<file path="config.mk">
export PLATFORM = sky130hd
export DESIGN_NAME = brick_pixel_plotter
export DESIGN_NICKNAME = d
export VERILOG_FILES = /design/src/rtl/brick_pixel_plotter.sv
export SDC_FILE = /design/constraint.sdc
export NUM_CORES = 1
export LEC_CHECK = 0
export BUFFER_PORTS_ARGS = -buffer_cell sky130_fd_sc_hd__clkbuf_2
export CORE_UTILIZATION = 35
export DETAILED_ROUTE_END_ITERATION = 8
export PLACE_DENSITY = 0.63
export REMOVE_ABC_BUFFERS = 1
export SKIP_LAST_GASP = 1
export SLEW_MARGIN = 15
export SYNTH_ARGS = -nofsm -noshare
export SYNTH_HDL_FRONTEND = slang
export SYNTH_SLANG_ARGS = --single-unit
</file>
<file path="constraint.sdc">
create_clock -name clk -period 6.76 [get_ports clk]
set_clock_uncertainty 0.2 [all_clocks]
set_input_delay 0.338 -clock clk [delete_from_list [all_inputs] [get_ports clk]]
set_output_delay 0.338 -clock clk [all_outputs]
set_load 0.03 [all_outputs]
</file>
<file path="src/rtl/brick_pixel_plotter.sv">
// Rasterises one brick per draw request into row-major single-pixel VGA writes,
// clipping off-screen pixels while keeping the request length fixed.
module brick_pixel_plotter #(
   parameter int BRICK_W  = 10,
   parameter int BRICK_H  = 5,
   parameter int SCREEN_W = 160,
   parameter int SCREEN_H = 120
) (
   input  logic       clk,
   input  logic       resetn,
   input  logic       draw,
   input  logic [9:0] x_in,
   input  logic [9:0] y_in,
   input  logic [2:0] colour_in,
   input  logic       erase,
   output logic       busy,
   output logic       done,
   output logic [7:0] vga_x,
   output logic [6:0] vga_y,
   output logic [2:0] vga_colour,
   output logic       vga_plot
);

   localparam int DXW = (BRICK_W > 1) ? $clog2(BRICK_W) : 1;
   localparam int DYW = (BRICK_H > 1) ? $clog2(BRICK_H) : 1;
   localparam logic [DXW-1:0] DX_LAST = DXW'(BRICK_W - 1);
   localparam logic [DYW-1:0] DY_LAST = DYW'(BRICK_H - 1);
   localparam logic [10:0] SCR_W = 11'(SCREEN_W);
   localparam logic [10:0] SCR_H = 11'(SCREEN_H);

   typedef enum logic [1:0] {IDLE, PLOT, DONE} state_t;

   state_t           state_q, state_d;
   logic [9:0]       x_base_q, x_base_d;
   logic [9:0]       y_base_q, y_base_d;
   logic [2:0]       colour_q, colour_d;
   logic [DXW-1:0]   dx_q, dx_d;
   logic [DYW-1:0]   dy_q, dy_d;
   logic             busy_q, busy_d;
   logic             done_q, done_d;
   logic [7:0]       vga_x_q, vga_x_d;
   logic [6:0]       vga_y_q, vga_y_d;
   logic [2:0]       vga_colour_q, vga_colour_d;
   logic             vga_plot_q, vga_plot_d;

   logic [10:0]      px, py;
   logic             last_col, last_row;

   // 11-bit sums so origins near the 10-bit limit never wrap back on screen
   assign px       = {1'b0, x_base_q} + 11'(dx_q);
   assign py       = {1'b0, y_base_q} + 11'(dy_q);
   assign last_col = (dx_q == DX_LAST);
   assign last_row = (dy_q == DY_LAST);

   always_comb begin
      state_d      = state_q;
      x_base_d     = x_base_q;
      y_base_d     = y_base_q;
      colour_d     = colour_q;
      dx_d         = dx_q;
      dy_d         = dy_q;
      busy_d       = 1'b0;
      done_d       = 1'b0;
      vga_x_d      = 8'd0;
      vga_y_d      = 7'd0;
      vga_colour_d = 3'd0;
      vga_plot_d   = 1'b0;

      case (state_q)
         IDLE: begin
            if (draw) begin
               x_base_d = x_in;
               y_base_d = y_in;
               colour_d = erase ? 3'b000 : colour_in;
               dx_d     = '0;
               dy_d     = '0;
               state_d  = PLOT;
            end
         end
         PLOT: begin
            busy_d       = 1'b1;
            vga_x_d      = px[7:0];
            vga_y_d      = py[6:0];
            vga_colour_d = colour_q;
            vga_plot_d   = (px < SCR_W) && (py < SCR_H);
            if (last_col) begin
               dx_d = '0;
               if (last_row) begin
                  dy_d    = '0;
                  state_d = DONE;
               end else begin
                  dy_d = dy_q + DYW'(1);
               end
            end else begin
               dx_d = dx_q + DXW'(1);
            end
         end
         DONE: begin
            busy_d  = 1'b1;
            done_d  = 1'b1;
            state_d = IDLE;
         end
         default: state_d = IDLE;
      endcase
   end

   always_ff @(posedge clk) begin
      if (!resetn) begin
         state_q      <= IDLE;
         x_base_q     <= '0;
         y_base_q     <= '0;
         colour_q     <= '0;
         dx_q         <= '0;
         dy_q         <= '0;
         busy_q       <= 1'b0;
         done_q       <= 1'b0;
         vga_x_q      <= '0;
         vga_y_q      <= '0;
         vga_colour_q <= '0;
         vga_plot_q   <= 1'b0;
      end else begin
         state_q      <= state_d;
         x_base_q     <= x_base_d;
         y_base_q     <= y_base_d;
         colour_q     <= colour_d;
         dx_q         <= dx_d;
         dy_q         <= dy_d;
         busy_q       <= busy_d;
         done_q       <= done_d;
         vga_x_q      <= vga_x_d;
         vga_y_q      <= vga_y_d;
         vga_colour_q <= vga_colour_d;
         vga_plot_q   <= vga_plot_d;
      end
   end

   assign busy       = busy_q;
   assign done       = done_q;
   assign vga_x      = vga_x_q;
   assign vga_y      = vga_y_q;
   assign vga_colour = vga_colour_q;
   assign vga_plot   = vga_plot_q;

endmodule

</file>
==> impl_metrics.csv, run 1 <==
group,metric,value,unit
placed_design,port_buffers,47,
global_route,grt_first_pass_wirelength,7650,µm
critical_path,worstRegToRegCells,7,
timing,timing.fmax,0.402,GHz
placed_design,gp_congestion,0.802,
critical_path,crit_start,"state_q[0]",
timing,slew_viol_final,0,
logic_synthesis,synth_cell_types,36,
logic_synthesis,yosysWarnings,0,
drt,drtIter0Drc,82,
drt,viasPerCell,4.93,
cells_and_area,finish.utilization,42.7,%
logic_synthesis,synth-seq-cells,53,
global_route,globalRoute.totalOverflow,0,
floorplan,coreArea,0.00635,mm²
drt,drt-total-wl,4610,µm
critical_path,crit_required,6.79,ns
critical_path,rr_startpoint,"state_q[0]",
cells_and_area,n_antenna_cell,0,
floorplan,pin_count,48,
drt,drt_pass1_iterations,4,
cts,cts.sinks,53,
placed_design,dp_hpwl,3340,µm
cts,htreeDepth,2,
critical_path,end_kind,"flop",
global_route,antenna_found_initial,0,
cts,ctsLongestPathBuffers,2,
cells_and_area,drive_above_1_share,17.5,%
power,power_density,246,mW/mm²
power,power.leakage,1.16,nW
critical_path,cp_slowest_cell,"nand2_1",
global_route,grt_start_max_net_pins,30,
cts,cts_tree,"yes",
logic_synthesis,yosys.area.top_type,"dfxtp_1",
cts,hold_buffers,0,
timing,worst_pin_slew,0.887,ns
drt,drc_errors,0,
cts,clk_latency,0.30,ns
cells_and_area,finalNetCount,356,
critical_path,worstPathArrival,2.51,ns
floorplan,rows,29,
critical_path,start_kind,"flop",
drt,routedWlPerCell,11.8,µm
timing,slew_headroom,40.8,%
floorplan,die_w,83.3,µm
cts,cts.clk_slew.worst_paths,0.09,ns
floorplan,dieArea,0.00694,mm²
timing,fin_setup_tns,0,ns
timing,post-route-min-period,2.49,ns
timing,fin_crit_sh,36.8,%
cts,post_cts_resize_count,0,
power,ir_drop,0.000129,V
drt,drtAntennaViolNets,0,
worst_hold_path,holdCritPathClass,"input pin to flop",
floorplan,start_util,36.5,%
critical_path,critical_path_class,"flop to flop",
cts,cts_root_buffer,"clkbuf_8",
timing,rsz0062_at_grt,"false",
logic_synthesis,synth_area_leaders,"dfxtp_1, nand2_1, ha_1, a21oi_1, nor2_1",
cts,post-cts-setup-buffers,0,
logic_synthesis,synth-async-reset-ratio,0,%
logic_synthesis,synthCells,270,
critical_path,path_cells,"inv_1, ha_1, nand2_1, o21ai_1, nand2_1, nand2_1, a211oi_1",
global_route,grtUsageTotal,13.6,%
logic_synthesis,netlist_area,0.00231,mm²
logic_synthesis,synth_top_area_share,45.8,%
critical_path,critPathMaxFanout,24,
cells_and_area,area_growth,17.1,%
worst_hold_path,worst_hold_path.num_cells,3,
logic_synthesis,synth_edf_count,0,
global_route,grt_pass1_vias,1721,
cts,cts-buffers-inserted,5,
timing,setup_viol,0,
timing,hold_viol,0,
logic_synthesis,seq_area_frac_synth,45.8,%
logic_synthesis,synth.avg_cell_area,8.57,µm²
floorplan,fp.dieH,83.3,µm
job,timing.max_cap.violations,0,
worst_hold_path,worstHoldStart,"x_in[7]",
logic_synthesis,ys.flop_type,"dfxtp_1",
critical_path,max_stage_delay,0.60,ns
outcome,status,"complete, no violations",
drt,via_count,1927,
critical_path,crit_path_frequent_cell,"nand2_1",
==> flip-flops by register name (all words and copies together), names as in the netlist, 2 cells and up <==
name	flops
vga_colour	3
vga_y	7
state_q	2
x_base_q	10
vga_x	8
dx_q	4
y_base_q	10
colour_q	3
dy_q	3
==> critical path, delay by kind of cell, from the launching register on <==
kind            cells  cell delay (ns)
simple gates        3             0.94
buf+inv             1             0.08
flops               1             0.36
compound gates      2             0.58
fa+ha+maj           1             0.24
==> kinds of logic (layout without fill, tap and decap cells) <==
group | Yosys count | in the layout | share of synthesized area [%]
AO/OA/AOI/OAI | 51 | 51 | 12.8
XOR/XNOR | 12 | 12 | 4.54
adder cells (fa/ha/maj) | 16 | 16 | 9.30
buffers and inverters | 18 | 62 | 2.92
flip-flops | 53 | 53 | 45.8
multiplexers | 1 | 1 | 0.486
AND/OR/NAND/NOR | 119 | 119 | 24.2
==> path summary, 6_finish.rpt <==
path                               endpoint  slack [ns]
worst max-delay path                dx_q[1]        4.27
worst min-delay path            x_base_q[7]        0.04
worst max register to register      dx_q[1]        4.27
worst min register to register  colour_q[0]        0.25
==> layer usage <==
metal  share of wire (%)  GRT usage [%]  vias to the layer above  wire length, µm
met5                   0              0                        -                0
met4                 1.5           5.17                        0               69
met3                 5.0           3.18                        5              232
met2                  47           22.7                       42             2160
met1                  47           17.0                      876             2150
li1                    -              -                     1004                -
==> per-stage QoR <==
| step | total power, mW | instance area [µm²] | std cells | hold WS, ns | setup slack [ns] |
|---|---|---|---|---|---|
| 3_3_place_gp | 0.477 | 2610 | 383 | 0.242 | 4.34 |
| 4_1_cts | 0.674 | 2710 | 391 | 0.0368 | 4.21 |
| 5_1_grt | 0.707 | 2710 | 391 | 0.0351 | 3.90 |
| 3_5_place_dp | 0.480 | 2610 | 383 | 0.243 | 4.20 |
| 6_report | 0.668 | 2710 | 391 | 0.0408 | 4.27 |
| 2_1_floorplan | 0.441 | 2270 | 259 | 0.227 | 4.59 |
==> area by class of cell <==
cell class,count,area [µm²]
Timing Repair Buffer,47,235
Tap cell,77,96.3
Multi-Input combinational cell,199,1190
Sequential cell,53,1060
Clock inverter,1,8.76
Inverter,7,26.3
Clock buffer,7,96.3
Fill cell,644,3640
==> synthesized netlist by cell type (2+ instances only) <==
master and count:
a21oi_1 32, nor2_1 20, fa_1 2, nor3_1 3, xor2_1 6, inv_1 7
clkbuf_1 9, a21o_1 4, buf_1 2, and3_1 7, nand4_1 3, a211oi_1 4
nand3b_1 4, nand3_1 8, nor2b_1 3, o22ai_1 2, and2_1 5, o21ai_0 3
dfxtp_1 53, ha_1 14, nand2b_1 3, xnor2_1 6, nand2_1 57
==> power breakdown <==
group | switching [mW] | internal (mW) | leakage, nW
logic | 0.0740 | 0.0429 | 0.678
clock network | 0.102 | 0.0946 | 0.0549
registers | 0.0200 | 0.334 | 0.431
==> layout by cell type (no fill, tap or decap), drive strengths merged, types with 3 or more instances in the layout <==
| cell | synthesis | routed |
|---|---|---|
| nand4 | 3 | 3 |
| nor2 | 20 | 20 |
| xnor2 | 6 | 6 |
| xor2 | 6 | 6 |
| nand3b | 4 | 4 |
| ha | 14 | 14 |
| and2 | 5 | 5 |
| o21ai | 4 | 4 |
| and3 | 7 | 7 |
| inv | 7 | 8 |
| nand2b | 3 | 3 |
| nand3 | 8 | 8 |
| nor2b | 3 | 3 |
| a211oi | 4 | 4 |
| a21oi | 32 | 32 |
| nand2 | 57 | 57 |
| dfxtp | 53 | 53 |
| clkbuf | 9 | 54 |
| nor3 | 3 | 3 |
| a21o | 4 | 4 |
No activity file was read; power rests on OpenSTA's default activity.
==> inputs of run 2 (changes only) <==
==> constraint.sdc (replaced) <==
create_clock -name clk -period 2.4 [get_ports clk]
set_clock_uncertainty 0.2 [all_clocks]
set_input_delay 0.12 -clock clk [delete_from_list [all_inputs] [get_ports clk]]
set_output_delay 0.12 -clock clk [all_outputs]
set_load 0.03 [all_outputs]
==> impl_metrics.csv, run 2 (same netlist as run 1, synthesis figures left out) <==
group,metric,value,unit
cells_and_area,finish.utilization,47.0,%
drt,viasPerCell,4.86,
floorplan,rows,29,
cts,cts.sinks,53,
timing,fin_setup_tns,0,ns
cts,post-cts-setup-buffers,0,
cells_and_area,n_antenna_cell,0,
job,timing.max_cap.violations,0,
floorplan,pin_count,48,
global_route,grt_start_max_net_pins,24,
timing,worst_pin_slew,0.844,ns
placed_design,gp_congestion,0.856,
power,power_density,634,mW/mm²
critical_path,critical_path_class,"flop to flop",
timing,slew_headroom,43.7,%
drt,drt-total-wl,5010,µm
power,power.leakage,1.28,nW
critical_path,max_stage_delay,0.38,ns
cts,cts.clk_slew.worst_paths,0.10,ns
critical_path,worstPathArrival,2.29,ns
cells_and_area,finalNetCount,386,
outcome,status,"complete, no violations",
placed_design,dp_hpwl,3550,µm
placed_design,pre_cts_ws,0.104,ns
cells_and_area,fill_cells,616,
drt,drtIter0Drc,88,
critical_path,end_kind,"flop",
global_route,antenna_found_initial,0,
timing,timing.fmax,0.447,GHz
worst_hold_path,holdCritPathClass,"input pin to flop",
power,ir_drop,0.000344,V
worst_hold_path,worstHoldStart,"resetn",
cts,htreeDepth,2,
timing,finalWorstSetupSlack,0.161,ns
critical_path,cp_slowest_cell,"fa_2",
timing,setup_viol,0,
floorplan,coreArea,0.00635,mm²
global_route,grt_first_pass_wirelength,8300,µm
critical_path,rr_startpoint,"dy_q[0]",
cells_and_area,final_common_cell,"nand2_1",
cts,clk_latency,0.30,ns
global_route,grtUsageTotal,14.9,%
drt,drt_pass1_iterations,4,
cells_and_area,area_growth,29.0,%
global_route,globalRoute.totalOverflow,0,
floorplan,dieArea,0.00694,mm²
timing,slew_viol_final,0,
drt,drc_errors,0,
floorplan,fp.dieH,83.3,µm
timing,rsz0062_at_grt,"false",
cells_and_area,fin_area,0.00299,mm²
global_route,grt_pass1_vias,1857,
floorplan,start_util,36.5,%
critical_path,path_cells,"ha_1, fa_2, nor4bb_1, mux2_1, a221oi_1, a211o_1, and4_1",
placed_design,dpl_cell_area,0.00264,mm²
cells_and_area,final_cells,420,
placed_design,port_buffers,47,
drt,routedWlPerCell,11.9,µm
timing,fin_crit_sh,93.3,%
cts,cts_root_buffer,"clkbuf_8",
critical_path,crit_required,2.45,ns
cells_and_area,layout_common_cells,"nand2_1, dfxtp_1, clkbuf_2",
cts,cts_tree,"yes",
timing,post-route-min-period,2.24,ns
cells_and_area,drive_above_1_share,17.5,%
placed_design,dp_cells,388,
drt,drtAntennaViolNets,0,
timing,hold_viol,0,
critical_path,critPathMaxFanout,4,
cts,cts-buffers-inserted,5,
cts,ctsLongestPathBuffers,2,
critical_path,start_kind,"flop",
floorplan,die_w,83.3,µm
drt,via_count,2040,
critical_path,crit_start,"dy_q[0]",
## run 2: cell types whose count changed in the layout (fill, tap and decap cells not counted)
cell | previous run | this run
clkinvlp_4 | 0 | 1
fa_1 | 2 | 1
fa_2 | 0 | 1
buf_4 | 0 | 5
inv_6 | 1 | 0
dlygate4sd3_1 | 0 | 25
clkbuf_8 | 7 | 6
## run 2: metrics by stage
| step | power, mW | hold slack [ns] |
|---|---|---|
| 6_report | 1.89 | 0.0265 |
| 5_1_grt | 2.01 | 0.0584 |
| 4_1_cts | 1.91 | 0.0300 |
| 3_5_place_dp | 1.37 | 0.152 |
| 3_3_place_gp | 1.37 | 0.146 |
| 2_1_floorplan | 1.24 | 0.0417 |
## run 2: metal layers
metal,share of wire (%),global-route usage (%),vias up
met5,0,0,-
li1,-,-,1058
met2,49,24.6,41
met3,3.1,3.28,2
met4,0.82,5.64,0
met1,47,19.0,939
## run 2: critical path, delay by kind of cell, from the launching register on
kind	cells	cell delay, ns
DFF	1	0.35
muxes	1	0.29
AOI/OAI and AO/OA	2	0.43
adders and majority gates	2	0.60
and+or+nand+nor	2	0.33
## run 2: what timing repair did
item                                   4_1_cts  5_1_grt
setup endpoints to repair                    0        1
gates resized for setup                      0        1
endpoints found under the hold margin       25        0
hold buffers                                25        0
## run 2: final timing paths
| kind | to | slack (ns) | cells past startpoint |
|---|---|---|---|
| hold / removal | done | 0.03 | 2 |
| hold reg to reg | colour_q[0] | 0.25 | 2 |
| setup / recovery | vga_plot | 0.16 | 7 |
| setup reg to reg | vga_plot | 0.16 | 7 |
## run 2: where the power goes
| group | internal, mW | total [mW] | switching, mW |
|---|---|---|---|
| Clock | 0.229 | 0.511 | 0.283 |
| Combinational | 0.162 | 0.379 | 0.218 |
| Sequential | 0.942 | 1.00 | 0.0590 |
| Total | 1.33 | 1.89 | 0.559 |
## run 2: final cells by class
type / count / area [µm²] / area share, %
inverter: 7 / 26.3 / 0.880
multi-input combinational: 199 / 1190 / 39.8
sequential: 53 / 1060 / 35.5
clock buffer: 6 / 82.6 / 2.77
tap: 77 / 96.3 / 3.23
timing repair buffer: 77 / 523 / 17.5
clock inverter: 1 / 7.51 / 0.251
==> inputs of run 3 (changes only) <==
--- a/config.mk
+++ b/config.mk
@@ -8,7 +8,7 @@
 export BUFFER_PORTS_ARGS = -buffer_cell sky130_fd_sc_hd__clkbuf_2
 export CORE_UTILIZATION = 35
 export DETAILED_ROUTE_END_ITERATION = 8
-export PLACE_DENSITY = 0.63
+export PLACE_DENSITY = 0.65
 export REMOVE_ABC_BUFFERS = 1
 export SKIP_LAST_GASP = 1
 export SLEW_MARGIN = 15
==> constraint.sdc (replaced) <==
create_clock -name clk -period 1.8 [get_ports clk]
set_clock_uncertainty 0.2 [all_clocks]
set_input_delay 0.09 -clock clk [delete_from_list [all_inputs] [get_ports clk]]
set_output_delay 0.09 -clock clk [all_outputs]
set_load 0.03 [all_outputs]
==> impl_metrics.csv, run 3 (same netlist as run 1, synthesis figures left out) <==
group,metric,value,unit
outcome,status,"finished with violations",
outcome,violations,"negative setup slack",
drt,routedWlPerCell,12.4,µm
timing,worst_pin_slew,0.410,ns
worst_hold_path,worst_hold_path.num_cells,2,
placed_design,dpl_cell_area,0.00285,mm²
floorplan,fp.dieH,83.3,µm
global_route,globalRoute.totalOverflow,0,
power,power_density,861,mW/mm²
cells_and_area,fin_area,0.00341,mm²
cts,cts.sinks,53,
critical_path,start_kind,"flop",
placed_design,dp_hpwl,3730,µm
critical_path,worstPathArrival,2.07,ns
cts,htreeDepth,2,
power,finalPower,2.94,mW
timing,fin_crit_sh,112,%
power,power.leakage,1.47,nW
timing,slew_headroom,72.4,%
timing,timing.fmax,0.496,GHz
timing,slew_viol_final,0,
cells_and_area,fill_cells,591,
critical_path,crit_start,"dy_q[0]",
global_route,grtUsageMet3,2.98,%
cells_and_area,seqCellArea,0.00107,mm²
critical_path,worstRegToRegCells,7,
critical_path,crit_required,1.86,ns
timing,post-route-min-period,2.02,ns
power,ir_drop,0.000431,V
floorplan,coreArea,0.00635,mm²
drt,drtIter0Drc,73,
job,timing.max_cap.violations,0,
cts,clk_latency,0.31,ns
cells_and_area,layout_common_cells,"nand2_1, dfxtp_1, clkbuf_2",
worst_hold_path,holdCritPathClass,"flop to flop",
drt,viasPerCell,4.90,
global_route,grt_pass1_vias,2087,
drt,drc_errors,0,
cts,cts-buffers-inserted,5,
cells_and_area,drive_above_1_share,30.6,%
placed_design,gp_congestion,0.838,
global_route,gr-max-usage-layer,"met2",
cts,ctsLongestPathBuffers,2,
cells_and_area,n_antenna_cell,0,
cts,cts_root_buffer,"clkbuf_8",
critical_path,critPathMaxFanout,2,
timing,hold_ws,0.256,ns
timing,finalWorstSetupSlack,-0.216,ns
drt,drtAntennaViolNets,0,
global_route,grtUsageMet1,19.4,%
global_route,grt_start_max_net_pins,24,
floorplan,dieArea,0.00694,mm²
floorplan,start_util,36.5,%
critical_path,end_kind,"flop",
drt,drt_pass1_iterations,4,
floorplan,pin_count,48,
global_route,grt_use_met2,27.0,%
timing,rsz0062_at_grt,"true",
timing,setup_viol,4,
placed_design,dp_cells,416,
cells_and_area,finalNetCount,418,
critical_path,critical_path_class,"flop to flop",
cts,cts.clk_slew.worst_paths,0.10,ns
worst_hold_path,worstHoldStart,"colour_q[1]",
cells_and_area,final_common_cell,"nand2_1",
cells_and_area,final_cells,453,
critical_path,rr_startpoint,"dy_q[0]",
global_route,grt_first_pass_wirelength,8990,µm
cells_and_area,multi_input_area,0.00131,mm²
placed_design,port_buffers,47,
floorplan,rows,29,
timing,hold_viol,0,
global_route,grtUsageTotal,15.8,%
global_route,antenna_found_initial,0,
cts,cts_tree,"yes",
floorplan,die_w,83.3,µm
drt,drt-total-wl,5620,µm
cells_and_area,area_growth,47.4,%
drt,via_count,2219,
run 3: cell count changes in the layout (fill, tap and decap cells not counted), sizes merged:
cell	change
inv	+1
clkbuf	-1
clkinvlp	-1
bufinv	+2
buf	+31
dlygate4sd3	+1
run 3: power breakdown:
group	total, mW	switching [mW]	internal (mW)
combinational	0.644	0.351	0.293
clock	0.965	0.405	0.560
sequential	1.33	0.0664	1.26
total	2.94	0.823	2.11
run 3: final timing paths:
kind,slack (ns),end
min,0.26,colour_q[1]
min reg2reg,0.26,colour_q[1]
max,-0.22,vga_plot
max reg2reg,-0.22,vga_plot
run 3: routing by layer:
| layer | up-vias | routed length, µm |
|---|---|---|
| li1 | 1122 | - |
| met1 | 1040 | 2560 |
| met2 | 48 | 2740 |
| met3 | 9 | 188 |
| met4 | 0 | 125 |
| met5 | - | 0 |
run 3: stage by stage:
step / setup slack, ns / TNS, ns / utilization [%]
after global placement: -0.358 / -0.928 / 44.9
after global routing: -0.297 / -0.875 / 53.7
after CTS: -0.234 / -0.347 / 52.2
after floorplan: -0.371 / -1.89 / -
final: -0.216 / -0.300 / 53.7
after detailed placement: -0.366 / -0.996 / 44.9
run 3: timing repair:
item	4_1_cts	5_1_grt
gates resized for setup	15	15
setup buffers	1	2
pin swaps	8	8
endpoints found under the setup margin	6	13
hold endpoints to repair	27	0
hold buffers	26	0
run 3: final cells by class:
cell class,instances,share of cell area (%)
clock buffer,5,2.02
clock inverter,3,2.02
inverter,7,0.770
multi-input combinational,199,38.4
sequential,53,31.4
tap,77,2.82
timing repair buffer,109,22.6
run 3: worst max-delay path, stage by stage (launching register included):
cell      delay [ns]
dfxtp_2         0.35
ha_4            0.16
fa_2            0.33
nor4bb_1        0.15
mux2_4          0.28
a221oi_2        0.23
a211o_1         0.12
and4_1          0.16
